## src/rtl/cell_stream_arb.sv

```systemverilog
// cell_stream_arb
// Round-robin scheduler that shares the single parallel injection port of the
// cell stream packet MUX between four requesters. Requester i always targets
// destination stream i: 0 Cell CCW, 1 Cell CW, 2 BPM CCW, 3 BPM CW.
// A destination is held off for BUSY_CYCLES after each strobe so that its
// serializer is never re-strobed while it is still emitting. Any two strobes
// are also separated by at least GAP_CYCLES idle cycles.
//
// Ports
//   clk, rst           clock; asynchronous active-high reset
//   enable             when low, no new grants are made (counters keep running)
//   req[3:0]           requester i holds a packet for destination i
//   req_header/datax/datay/datas[127:0]
//                      per-requester packet slots, 32 bits each, slot i at
//                      bits [32*i+31:32*i]
//   ack[3:0]           one-cycle grant pulse back to the granted requester
//   stream_mux_strobe  one-cycle packet strobe to the MUX
//   stream_mux_sel     destination index, valid with the strobe
//   stream_in_*        header/X/Y/S of the granted packet
//   dest_busy[3:0]     destination i is inside its hold-off window
//   issued_count       number of strobes issued, wraps silently

module cell_stream_arb #(
   parameter int unsigned BUSY_CYCLES = 4,
   parameter int unsigned GAP_CYCLES  = 0,
   parameter int unsigned COUNT_W     = 16
) (
   input  logic               clk,
   input  logic               rst,
   input  logic               enable,
   input  logic [3:0]         req,
   input  logic [127:0]       req_header,
   input  logic [127:0]       req_datax,
   input  logic [127:0]       req_datay,
   input  logic [127:0]       req_datas,
   output logic [3:0]         ack,
   output logic               stream_mux_strobe,
   output logic [1:0]         stream_mux_sel,
   output logic [31:0]        stream_in_header,
   output logic [31:0]        stream_in_datax,
   output logic [31:0]        stream_in_datay,
   output logic [31:0]        stream_in_datas,
   output logic [3:0]         dest_busy,
   output logic [COUNT_W-1:0] issued_count
);

   localparam logic [3:0] BUSY_LD = 4'(BUSY_CYCLES);
   localparam logic [3:0] GAP_LD  = 4'(GAP_CYCLES);

   logic [3:0] busy_cnt [4];
   logic [3:0] gap_cnt;
   logic [1:0] ptr;         // last granted index

   logic [3:0] eligible;
   logic       grant_vld;
   logic [1:0] grant_idx;
   logic [1:0] cand;
   logic [6:0] slot_base;

   // A requester that is being acked this cycle is ignored, so a held req
   // is read as the requester's next packet only once ack has dropped.
   always_comb begin
      for (int i = 0; i < 4; i++) begin
         eligible[i] = req[i] && (busy_cnt[i] == 4'd0) && (gap_cnt == 4'd0)
                       && enable && !ack[i];
      end
   end

   // Search starts one past the last winner and wraps; k=4 lands on ptr
   // itself so the last winner has lowest priority.
   always_comb begin
      grant_vld = 1'b0;
      grant_idx = ptr;
      cand      = ptr;
      for (int k = 1; k <= 4; k++) begin
         cand = ptr + 2'(k);
         if (!grant_vld && eligible[cand]) begin
            grant_vld = 1'b1;
            grant_idx = cand;
         end
      end
   end

   assign slot_base = {grant_idx, 5'b00000};

   always_comb begin
      for (int i = 0; i < 4; i++) begin
         dest_busy[i] = (busy_cnt[i] != 4'd0);
      end
   end

   always_ff @(posedge clk or posedge rst) begin
      if (rst) begin
         stream_mux_strobe <= 1'b0;
         stream_mux_sel    <= 2'd0;
         ack               <= 4'd0;
         stream_in_header  <= 32'd0;
         stream_in_datax   <= 32'd0;
         stream_in_datay   <= 32'd0;
         stream_in_datas   <= 32'd0;
         issued_count      <= '0;
         gap_cnt           <= 4'd0;
         ptr               <= 2'd3;
         for (int i = 0; i < 4; i++) begin
            busy_cnt[i] <= 4'd0;
         end
      end else begin
         stream_mux_strobe <= grant_vld;
         ack               <= grant_vld ? (4'b0001 << grant_idx) : 4'b0000;

         // Data outputs only move on a grant; between strobes they hold.
         if (grant_vld) begin
            stream_mux_sel   <= grant_idx;
            stream_in_header <= req_header[slot_base +: 32];
            stream_in_datax  <= req_datax[slot_base +: 32];
            stream_in_datay  <= req_datay[slot_base +: 32];
            stream_in_datas  <= req_datas[slot_base +: 32];
            ptr              <= grant_idx;
            issued_count     <= issued_count + COUNT_W'(1);
         end

         for (int i = 0; i < 4; i++) begin
            if (grant_vld && (grant_idx == 2'(i))) begin
               busy_cnt[i] <= BUSY_LD;
            end else if (busy_cnt[i] != 4'd0) begin
               busy_cnt[i] <= busy_cnt[i] - 4'd1;
            end
         end

         if (grant_vld) begin
            gap_cnt <= GAP_LD;
         end else if (gap_cnt != 4'd0) begin
            gap_cnt <= gap_cnt - 4'd1;
         end
      end
   end

endmodule

```

## config.mk

```make
export PLATFORM = sky130hd
export DESIGN_NAME = cell_stream_arb
export DESIGN_NICKNAME = d
export VERILOG_FILES = /design/src/rtl/cell_stream_arb.sv
export SDC_FILE = /design/constraint.sdc
export NUM_CORES = 1
export LEC_CHECK = 0
export ABC_AREA = 0
export BUFFER_PORTS_ARGS = -buffer_cell sky130_fd_sc_hd__buf_2
export CORE_AREA = 2 2 264 266
export CTS_CLUSTER_DIAMETER = 100
export DETAILED_ROUTE_END_ITERATION = 7
export DIE_AREA = 0 0 266 268
export GPL_ROUTABILITY_DRIVEN = 0
export MAX_ROUTING_LAYER = met4
export SKIP_LAST_GASP = 1
export SLEW_MARGIN = 20
export SYNTH_ARGS = -nofsm -noshare
export SYNTH_HDL_FRONTEND = slang
export SYNTH_SLANG_ARGS = --single-unit
```

## constraint.sdc

```tcl
create_clock -name clk -period 6.8 [get_ports clk]
set_input_delay 0.34 -clock clk [delete_from_list [all_inputs] [get_ports clk]]
set_output_delay 0.34 -clock clk [all_outputs]
set_load 0.02 [all_outputs]
```

==> After elaboration in Yosys (flattened, before gate mapping) <==
Index checks and enable logic that the tools add are counted.
{ "word_totals": {"mem_bits_ro": 0, "mem_count": 0, "output_inout_bits": 155, "ram_bits": 0, "reg_bits": 173, "latchBits": 0} }
{ "classes": {"n_bitwise": 0, "order_cmp": 4, "multipliers": 0, "add_sub_neg": 9, "div_mod_pow": 0, "mux": 27, "n_eq_ne": 3, "reduce_logical": 46, "shift": 5} }
{ "op_table": {"columns": ["cell", "n"], "rows": [
  ["$shiftx A128 B8 Y32", 4],
  ["$mux W4", 11],
  ["$logic_and A1 B1 Y1", 23],
  ["$logic_not A4 Y1", 5],
  ["$reduce_bool A4 Y1", 5],
  ["$sub A4 B1 Y4 const B", 5],
  ["$add A16 B1 Y16 const B", 1],
  ["$lt A2 B3 Y1 const B", 4],
  ["$reduce_bool A2 Y1", 5],
  ["$bmux W1 S2", 4],
  ["$mux W1", 8],
  ["$mux W2", 4],
  ["$logic_not A1 Y1", 7],
  ["$add A2 B2 Y2 const B", 2],
  ["$eq A2 B2 Y1 const B", 2],
  ["$shl A1 B2 Y4 const A", 1],
  ["$add A2 B1 Y2 const B", 1],
  ["$eq A2 B1 Y1 const B", 1],
  ["$logic_not A2 Y1", 1]
]} }

==> Depth between registers and ports, before layout <==
{ "depth": {"ltp_word": 20, "mapped_depth": 13} }

==> Worst setup path before layout <==
No wires, ideal clock.
{ "synth_path": {"path_type": "register to register", "start": "register busy_cnt[0] in the netlist's numbering", "end": "register stream_in_datax[14]", "n_path_buf": 3, "arrival_time_ns": 2.540, "path_slack_ns": 4.127, "period_less_slack_ns": 2.673, "setup_ns": 0.133, "stages_incl_launch_ff": 13, "required_time_ns": 6.667, "cell_sequence": "dfrtp_1 inv_1 ha_1 or3b_1 buf_2 nor3_2 o211ai_1 o211ai_2 buf_4 buf_2 mux2_2 a22oi_1 o21ai_1"} }
{ "synth_between": {"elab_chain_len": 18, "elab_cells_between_ends": 28, "classes_between": "1 x shift; 16 x mux; 11 x reduce/logical"} }
{ "synth_lines": {"columns": ["item", "line", "source"], "rows": [
  ["start: declaration", "50", "logic [3:0] busy_cnt [4];"],
  ["start signal: indexed assignment", "126", "busy_cnt[i] <= busy_cnt[i] - 4'd1;"],
  ["$logic_not A4 Y1 (*)", "64", "eligible[i] = req[i] && (busy_cnt[i] == 4'd0) && (gap_cnt == 4'd0)"],
  ["$logic_and A1 B1 Y1 (*) (2 in series)", "64", null],
  ["$logic_and A1 B1 Y1 (*) (2 in series)", "65", "&& enable && !ack[i];"],
  ["$bmux W1 S2", "77", "if (!grant_vld && eligible[cand]) begin"],
  ["$mux W1 (not written as such)", "77", null],
  ["$mux W1", "77", null],
  ["$logic_not A1 Y1", "77", null],
  ["$logic_and A1 B1 Y1", "77", null],
  ["$mux W1", "77", null],
  ["$logic_not A1 Y1", "77", null],
  ["$logic_and A1 B1 Y1", "77", null],
  ["$mux W1", "77", null],
  ["$logic_not A1 Y1", "77", null],
  ["$logic_and A1 B1 Y1", "77", null],
  ["$mux W2", "77", null],
  ["$shiftx A128 B8 Y32", "115", "stream_in_datax <= req_datax[slot_base +: 32];"],
  ["end signal: assignment", "115", null],
  ["end: declaration", "40", "output logic [31:0] stream_in_datax,"]
]} }
Mark *: on every way between the ends. The rest lies on a longest branch, timed or not. The select of a mux whose other input is x is not followed.
A chain may end at the register's enable or synchronous reset.

==> Worst setup path in the final report <==
{ "layout_path": {"start": "register busy_cnt[0] in the netlist's numbering", "end": "register stream_in_datax[10]"} }
The elaborated chain is that of the path after synthesis.

==> impl_results.md <==
* Initial drt markers at 560
* Leak at slightly below 0.007 uW
* FF-to-FF Start: busy_cnt[0]
* Grt total ovfl at 0
* HPWL Detailed at between 30,000 and 40,000 um
* Register area at roughly 4300 um^2
* Crit path time final at roughly 4 ns
* CP cell instances: inv_1, ha_1, or3b_1, a211oi_2, a221oi_1, o211ai_4, buf_12, nand2b_2, buf_4, o22ai_1, a21oi_1
* Top FF cell, synth: dfrtp_1
* Clk_skew at 0.0164 ns
* Hold_ws at roughly 0.088 ns
* Setup TNS Final at 0 ns
* Max_cap viols at 0
* DRC viols at 0
* Proportion of layout cells with a drive suffix above 1 at 55.2%
* Synth area leader: dfrtp_1
* Unrepaired setup endpoints after global routing: no
* Vias in the first global route at a little over 10,000
* R2R depth at 11
* Post-route ant nets at 0
* Measured slew at the worst slew-check pin at roughly 0.93 ns
* Status: complete, no violations
* Power share of the combinational group at 57.8%
* Synth top area share at approximately 44%
* Clock power frac at about 15%
* Htree depth at 4
* Sequential area share after synthesis at between 40% and 50%
* Synth Cell Area at 9710 um^2
* Critical Path End Type: register
* IO Count at 674
* GRT Total Usage at 11.7%
* Ys async rst share at 100%
* Total CTS buffers at 17
* Layout area overhead at 49.3%
* Final setup viols at 0
* Hold Crit Class: input port to register
* Critical-path top delay cell: buf_4
* Pint at between 3000 and 4000 uW
* Most frequent cell after synthesis: dfrtp_1
* Overall routed net length at between 40,000 and 50,000 um
* Initial antenna violation count at 4
* Hold Vio Cnt, Final at 0
* Post-cts resize count at 0
* Net Sw Frac at a little under half
* Max_slew headroom at between 30% and 40%
* R2r endpoint: stream_in_datax[10]
* Die width at 266 um
* Syn Nets at 1,459
* Vias at roughly 10,000
* Hold Crit Depth at 3
* Top cells by area, synth: dfrtp_1, mux2_2, a22oi_1
* Initial core utilization at 14.2%
* DRT Pass-1 Iters at 5
* Synth top cells by count: dfrtp_1, a22oi_1, mux2_2
* Largest net degree at the start of global routing at ~110
* Synth cell types at 45
* Pwr per Cell Area at between 400 and 500 nW/um^2
* Ys Warns at 0
* Hold Crit Endpoint: stream_in_datay[11]
* First-pass GRT wire length at between 60,000 and 70,000 um
* Seq cells post-synth at 173
* Psw at between 3000 and 4000 uW
* Fin crit share at 58.8%
* Tot Pwr at 6500 uW
* Die footprint at between 70,000 and 80,000 um^2
* CTS root buffer: clkbuf_16
* Multi-input gate area at 4890 um^2
* Synth Instances at 930
* # rows at 96
* Clock slew at reported path FFs at 0.08 ns
* Clock Sinks at roughly 170
* Largest stage delay, worst path at about 0.55 ns
* CTS tree: built
* Fill count at approximately 7,500
* Via density at around 4.2
* Critical path arrival at approximately 4.4 ns
* Post-synth EDFFs at 0
* Synth Area per Inst at 10.4 um^2
* Min-delay src: req_datay[43]
* Peak VDD IR at around 0.26 mV
* Max Fclk at roughly 0.25 GHz
* Req. time, crit path at 7.20 ns
* Clk Latency, worst-skew pair at about 0.48 ns
* Worst reg-to-reg setup slack at roughly 2.8 ns
* Sequential Power Share at between 20% and 30%
* Final net count at 2,078
* IO Port Bufs at 673
* Startpoint types: register
* CP Max Fanout at 81
* Die span in y at between 200 and 300 um
* Routed len/inst at 17.3 um
* Critical path class: register to register
* Fin. max-slew vios at 0
* CTS Buffer Depth at 2
* Core area at approximately 68,000 um^2
[kinds of logic (layout without fill, tap and decap cells)]
group | after synthesis | after routing | share of synthesized area, %
fa+ha+maj | 10 | 10 | 1.29
flops | 173 | 173 | 44.6
mux | 129 | 129 | 14.9
buf+inv | 106 | 738 | 5.39
compound gates | 407 | 407 | 27.2
simple gates | 81 | 81 | 4.43
other cells | 0 | 2 | 0
xor+xnor | 24 | 24 | 2.17
[final cells by class]
type	count	area share, %
multi-input combinational	651	33.7
sequential	173	29.9
timing repair buffer	689	24.4
tap	882	7.61
clock buffer	18	2.96
clock inverter	14	0.923
inverter	17	0.509
antenna	2	0.0345
[power by group through the flow]
stage | Combinational, uW | Clock, uW | Sequential (uW)
after floorplan | 2180 | 0 | 2210
after global placement | 3740 | 0 | 1780
after detailed placement | 3770 | 0 | 1770
after CTS | 3780 | 1030 | 1760
after global routing | 4090 | 1060 | 1820
final | 3760 | 977 | 1760
[worst max-delay path by stage]
stage | from | end
2_1_floorplan | rst | ack[0]
3_3_place_gp | busy_cnt[0] | stream_in_datax[0]
3_5_place_dp | busy_cnt[0] | stream_in_datax[10]
4_1_cts | busy_cnt[0] | stream_in_datax[10]
5_1_grt | busy_cnt[0] | stream_in_datax[10]
6_report | busy_cnt[0] | stream_in_datax[10]
[through the flow]
step	utilization, %	instances	worst slack (ns)	area (um^2)
after floorplan	-	930	1.77	9710
after global placement	20.4	2409	2.52	13900
after detailed placement	20.4	2410	2.85	13900
after CTS	21.2	2443	2.78	14500
after global routing	21.3	2446	2.60	14500
final	21.3	2446	2.80	14500
[routing by layer]
metal,vias up,wire length [um],global-route usage (%)
li1,4829,-,-
met1,4972,17600,13.9
met2,472,20000,18.0
met3,69,3050,3.32
met4,0,1640,5.88
met5,-,0,-
[cell usage in the layout, fill, tap and decap left out, drive strengths merged, types with 2 or more instances in the layout]
cell      count
a21o          8
or3           5
mux2i         3
clkinvlp      2
dfrtp       171
a211oi        7
or3b          2
clkinv        7
nor2b         2
o211ai        3
nand3         7
xor2          9
mux2        126
clkbuf       18
a21oi        61
o21ai        67
buf         688
o22ai       121
nor2         19
a22oi       132
nand2        22
nor3b         3
nor3          8
diode         2
nand2b        3
dfstp         2
and3          6
ha           10
xnor2        15
o31ai         3
nand4         2
inv          22
[critical path: cells and delay by family (launching register included)]
family,cells,cell delay [ns]
fa+ha+maj,1,0.16
simple gates,2,0.73
compound gates,5,1.33
flops,1,0.40
buf+inv,3,1.03
[sequential cells by signal, indices dropped and copies added (netlist names), 2 cells and up]
signal and flops:
ptr 2, stream_in_datax 32, stream_mux_sel 2, stream_in_datay 32
issued_count 16, busy_cnt 16, gap_cnt 4, stream_in_header 32
ack 4, stream_in_datas 32
[what timing repair did]
item,4_1_cts,5_1_grt
hold endpoints to repair,51,0
buffers inserted,0,0
hold buffers,1,0
Note: power is estimated with default switching activity, not from simulation.
